**config.mk**
```make
export PLATFORM = sky130hd
export DESIGN_NAME = laser500_loader
export DESIGN_NICKNAME = d
export VERILOG_FILES = /design/src/rtl/laser500_loader.sv
export SDC_FILE = /design/constraint.sdc
export NUM_CORES = 1
export LEC_CHECK = 0
export ABC_CLOCK_PERIOD_IN_PS = 2400
export BUFFER_PORTS_ARGS = -buffer_cell sky130_fd_sc_hd__buf_2
export CAP_MARGIN = 20
export CORE_ASPECT_RATIO = 0.75
export CORE_MARGIN = 2
export CORE_UTILIZATION = 51
export CTS_BUF_LIST = sky130_fd_sc_hd__clkbuf_2 sky130_fd_sc_hd__clkbuf_4 sky130_fd_sc_hd__clkbuf_8
export CTS_CLUSTER_DIAMETER = 100
export DETAILED_ROUTE_END_ITERATION = 12
export PLACE_DENSITY = 0.77
export SYNTH_ARGS = -nofsm -noshare
export SYNTH_HDL_FRONTEND = slang
export SYNTH_SLANG_ARGS = --single-unit
export TNS_END_PERCENT = 10
```
**constraint.sdc**
```tcl
create_clock -name F14M -period 2.4 [get_ports F14M]
set_input_delay 0.24 -clock F14M [delete_from_list [all_inputs] [get_ports F14M]]
set_output_delay 0.24 -clock F14M [all_outputs]
set_load 0.02 [all_outputs]
```
**src/rtl/laser500_loader.sv**
```systemverilog
// Laser 500 download loader: buffers hps_io file bytes in a small FIFO and writes them into Z80 RAM.
// Define LASER500_LOADER_PTR_FIXUP_EN to patch the BASIC end-of-program pointer after PRG loads.
module laser500_loader #(
    parameter logic [15:0] PRG_BASE     = 16'h8995,
    parameter logic [15:0] BIN_BASE     = 16'h8000,
    parameter logic [15:0] EOP_PTR_ADDR = 16'h83E9,
    parameter int          FIFO_DEPTH   = 4
) (
    input  logic        F14M,
    input  logic        reset,
    input  logic        ioctl_download,
    input  logic        ioctl_wr,
    input  logic [24:0] ioctl_addr,
    input  logic [7:0]  ioctl_data,
    input  logic [7:0]  ioctl_index,
    output logic        ioctl_wait,
    output logic [15:0] ram_addr,
    output logic [7:0]  ram_din,
    output logic        ram_wr,
    input  logic        ram_ack,
    output logic        cpu_hold,
    output logic        overflow_err
);
    localparam int AW = $clog2(FIFO_DEPTH);
    localparam int CW = AW + 1;

    typedef enum logic [2:0] {IDLE, LOAD, DRAIN, PTR_LO, PTR_HI, DONE} state_t;

    state_t        state;
    logic          download_q;
    logic [15:0]   base;
    logic [23:0]   fifo_mem [FIFO_DEPTH];
    logic [AW-1:0] wr_ptr;
    logic [AW-1:0] rd_ptr;
    logic [CW-1:0] count;
    logic          start;
    logic          push_req;
    logic          fifo_full;
    logic          push;
    logic          pop;
    logic [15:0]   push_addr;

    assign start     = ioctl_download && !download_q &&
                       (ioctl_index == 8'd1 || ioctl_index == 8'd2);
    assign fifo_full = (count == CW'(FIFO_DEPTH));
    assign push_req  = (state == LOAD) && ioctl_wr && (ioctl_addr[24:16] == 9'd0);
    assign push      = push_req && !fifo_full;
    // Only byte-stream writes retire FIFO entries; pointer writes never do.
    assign pop       = ((state == LOAD) || (state == DRAIN)) && ram_wr && ram_ack;
    assign push_addr = base + ioctl_addr[15:0];
    assign ioctl_wait = (count >= CW'(FIFO_DEPTH - 1));

    always_ff @(posedge F14M) begin
        if (push)
            fifo_mem[wr_ptr] <= {push_addr, ioctl_data};
    end

    always_ff @(posedge F14M or posedge reset) begin
        if (reset) begin
            wr_ptr <= '0;
            rd_ptr <= '0;
            count  <= '0;
        end else begin
            if (push)
                wr_ptr <= wr_ptr + AW'(1);
            if (pop)
                rd_ptr <= rd_ptr + AW'(1);
            case ({push, pop})
                2'b10:   count <= count + CW'(1);
                2'b01:   count <= count - CW'(1);
                default: count <= count;
            endcase
        end
    end

`ifdef LASER500_LOADER_PTR_FIXUP_EN
    logic        is_prg;
    logic        any_byte;
    logic [15:0] max_off;
    logic [15:0] end_addr;

    // Highest accepted file offset; end pointer is one past it, relative to the load base.
    always_ff @(posedge F14M or posedge reset) begin
        if (reset) begin
            is_prg   <= 1'b0;
            any_byte <= 1'b0;
            max_off  <= '0;
        end else if (state == IDLE && start) begin
            is_prg   <= (ioctl_index == 8'd1);
            any_byte <= 1'b0;
            max_off  <= '0;
        end else if (push && (!any_byte || ioctl_addr[15:0] > max_off)) begin
            any_byte <= 1'b1;
            max_off  <= ioctl_addr[15:0];
        end
    end

    assign end_addr = any_byte ? (base + max_off + 16'd1) : base;
`endif

    always_ff @(posedge F14M or posedge reset) begin
        if (reset) begin
            state        <= IDLE;
            download_q   <= 1'b0;
            base         <= '0;
            cpu_hold     <= 1'b0;
            overflow_err <= 1'b0;
            ram_wr       <= 1'b0;
            ram_addr     <= '0;
            ram_din      <= '0;
        end else begin
            download_q <= ioctl_download;
            if (push_req && fifo_full)
                overflow_err <= 1'b1;

            case (state)
                IDLE: begin
                    if (start) begin
                        state        <= LOAD;
                        base         <= (ioctl_index == 8'd1) ? PRG_BASE : BIN_BASE;
                        overflow_err <= 1'b0;
                        cpu_hold     <= 1'b1;
                    end
                end

                LOAD, DRAIN: begin
                    if (ram_wr) begin
                        if (ram_ack)
                            ram_wr <= 1'b0;
                    end else if (count != '0) begin
                        ram_wr              <= 1'b1;
                        {ram_addr, ram_din} <= fifo_mem[rd_ptr];
                    end

                    if (state == LOAD) begin
                        if (!ioctl_download)
                            state <= DRAIN;
                    end else if (count == '0 && !ram_wr) begin
`ifdef LASER500_LOADER_PTR_FIXUP_EN
                        state <= is_prg ? PTR_LO : DONE;
`else
                        state <= DONE;
`endif
                    end
                end

`ifdef LASER500_LOADER_PTR_FIXUP_EN
                PTR_LO: begin
                    if (ram_wr) begin
                        if (ram_ack) begin
                            ram_wr <= 1'b0;
                            state  <= PTR_HI;
                        end
                    end else begin
                        ram_wr   <= 1'b1;
                        ram_addr <= EOP_PTR_ADDR;
                        ram_din  <= end_addr[7:0];
                    end
                end

                PTR_HI: begin
                    if (ram_wr) begin
                        if (ram_ack) begin
                            ram_wr <= 1'b0;
                            state  <= DONE;
                        end
                    end else begin
                        ram_wr   <= 1'b1;
                        ram_addr <= EOP_PTR_ADDR + 16'd1;
                        ram_din  <= end_addr[15:8];
                    end
                end
`endif

                DONE: begin
                    state    <= IDLE;
                    cpu_hold <= 1'b0;
                end

                default: begin
                    state    <= IDLE;
                    cpu_hold <= 1'b0;
                    ram_wr   <= 1'b0;
                end
            endcase
        end
    end
endmodule

```
==> reports/metrics.csv <==
metric,value,unit
run status,completed,
sw frac,27.4,%
M3 GR Usage,5.06,%
grt peak-use layer,met2,
initial antenna violation count,0,
worst slew pin tran,0.902,ns
CTS root buffer,clkbuf_8,
drc violations,0,
Hold WS,0.0321,ns
critical path cell sequence,"ha_1, a31oi_1, o21a_1, nor2_1, o311ai_0, buf_4",
final core occ,62.9,%
count of final setup violators,0,
DR WL/cell,17.8,um
net switching power,1.74,mW
Total Routing Usage GR,18.4,%
Hold EP,fifo_mem[3][6]$_DFFE_PP_,
Worst R2R End,fifo_mem[3][21]$_DFFE_PP_,
Core ar.,0.0109,mm^2
layout cells sized above 1,40.0,%
htree depth,4,
number of enable flip-flop cells after synthesis,96,
Synth warnings,0,
Initial Utilization,52.6,%
# clock sinks,136,
"Max FO, Critical Path",7,
Antenna Violating Nets Remaining,0,
Cell variety after synth,45,
die area,0.0122,mm^2
Post-Syn Area,0.00575,mm^2
Tightest Hold Check Type,primary input to flip-flop,
total setup buffers inserted after CTS,0,
Int Power,4.62,mW
CTS tree,done,
Final Hold Viols,0,
router iterations before antenna repair,4,
nets,494,
Placed Area,0.00639,mm^2
Crit Path Class,flip-flop to flip-flop,
post-route cell area,0.00688,mm^2
number of global-route vias before repair,3178,
Reg power frac,46.0,%
Top-Level Pins,74,
maximum clock rate,438,MHz
Worst EP required,2.69,ns
PortBufs,73,
clk slew on worst S/H paths,0.08,ns
largest net degree at the start of global routing,26,
RSZ-0062 raised after global routing,false,
total number of vias,3213,
GRT met2 Usage,28.2,%
setup TNS,0,ns
Chip Width,127,um
sequential cell area fraction in the yosys report,67.5,%
final worst clock skew,0.0135,ns
r2r setup slk,0.12,ns
"Largest delay share family, worst path",compound AO/OA/AOI/OAI gates,
worst hold path depth,1,
Worst EP arrival,2.58,ns
combinational share of power,22.3,%
CTS max path bufs,2,
fin crit share,95.2,%
VDD IR-drop max,0.000388,V
Post-Syn Instances,330,
clock insertion delay at the later pin of the skew report,0.43,ns
syn_area_per_cell,17.4,um^2
fin crit period,2.28,ns
Worst path slowest cell,dfrtp_1,
# rows,33,
Yosys reg bits,136,
FF-to-FF Start,base[11]$_DFFE_PP0P_,
Leakage,2.66,nW
max incr delay on CP,0.46,ns
CTS Buf Count,17,
Die Y,96.0,um
routed wire length,10500,um
Bufs and invs on worst path,1,
total of max-cap violations,0,
routing usage on met1,25.4,%
gr ovfl total,0,
PD cells,924,mW/mm^2
relative slew slack,39.5,%
syn nets,389,
# hold bufs at CTS,5,
CP Launch Type,flip-flop,
first-pass GRT wire length,16300,um
Post-DP HPWL,7210,um
Worst setup EP type,flip-flop,
path depth of the worst reg2reg path,6,
Async SR Flop Fraction,29.4,%
clock share of power,31.7,%
antenna cells,0,
hold path startpoint,ioctl_data[6],
First DRT Iteration DRCs,231,
Post-synth top flop,edfxtp_1,
Final Max Slew Viols,0,
gp weighted congestion,0.873,
Area Overhead vs Synth,19.7,%
cts repair resizes,0,
Via density,5.46,
[registers in the layout (all words and copies together) (netlist names)]
name / flops
count: 3
wr_ptr: 2
rd_ptr: 2
cpu_hold: 1
overflow_err: 1
download_q: 1
ram_din: 8
state: 3
fifo_mem: 96
ram_wr: 1
base: 2
ram_addr: 16
[metrics by stage]
stage / power, mW / worst slack (ns) / std cells
floorplan: 3.95 / 0.113 / 330
global placement: 4.37 / 0.244 / 551
detailed placement: 4.40 / 0.173 / 551
CTS: 6.44 / 0.146 / 588
global route: 6.66 / 0.000812 / 588
finish: 6.36 / 0.116 / 588
[per-layer routing]
metal / share of wire (%) / vias to the layer above
met5: 0 / -
met4: 0.96 / 0
met3: 6.4 / 8
met2: 46 / 119
met1: 46 / 1591
li1: - / 1495
[Yosys cell counts, drive strengths merged, types with 7 or more instances]
master | n | area [um^2]
nand2 | 7 | 26.3
xnor2 | 12 | 105
mux2 | 26 | 293
nor3 | 7 | 35.0
xor2 | 8 | 70.1
buf | 7 | 50.1
mux4 | 24 | 541
dfrtp | 40 | 1000
inv | 11 | 41.3
edfxtp | 96 | 2880
ha | 12 | 150
nor2 | 11 | 41.3
a21oi | 7 | 35.0
[cells by family after synthesis]
logic type      after synthesis  synth area share, %
flops                       136                 67.5
simple gates                 55                 5.53
mux                          51                 14.7
compound gates               33                 4.42
buf+inv                      22                 1.85
xor+xnor                     20                 3.05
fa+ha+maj                    13                 2.96
[worst max path at each step]
stage	to	from	slack [ns]	depth (start not counted)
final	fifo_mem[3][21]$_DFFE_PP_	base[11]$_DFFE_PP0P_	0.12	6
after global routing	fifo_mem[3][23]$_DFFE_PP_	base[11]$_DFFE_PP0P_	0.0008	5
after CTS	count[2]$_DFFE_PP0P_	state[0]$_DFFE_PP0P_	0.15	8
after detailed placement	count[2]$_DFFE_PP0P_	state[0]$_DFFE_PP0P_	0.17	8
after global placement	fifo_mem[0][22]$_DFFE_PP_	base[11]$_DFFE_PP0P_	0.24	6
after floorplan	fifo_mem[0][0]$_DFFE_PP_	state[2]$_DFFE_PP0P_	0.11	5
[cells in the final DEF, fill, tap and decap left out, types with 6 or more instances in the layout]
master / instances
a21oi_1: 7
nand2_1: 7
edfxtp_1: 96
clkbuf_8: 19
mux4_2: 24
ha_1: 12
buf_2: 73
xnor2_1: 12
nor2_1: 11
a21o_1: 6
nor3_1: 7
inv_1: 10
dfrtp_1: 39
buf_4: 17
xor2_1: 8
mux2_2: 26
[area by class of cell]
cell class,instances,area [um^2]
clock buffer,19,262
fill,771,4060
timing repair buffer,97,583
tap,140,175
clock inverter,13,176
sequential,136,3880
multi-input combinational,172,1760
inverter,11,41.3
[power groups by stage]
stage | registers (mW) | logic, mW | clock network [mW]
2_1_floorplan | 3.18 | 0.763 | 0
3_3_place_gp | 2.97 | 1.40 | 0
3_5_place_dp | 2.98 | 1.43 | 0
4_1_cts | 2.93 | 1.44 | 2.07
5_1_grt | 2.96 | 1.54 | 2.16
6_report | 2.93 | 1.42 | 2.02
Power figures use the tool's default switching activity.
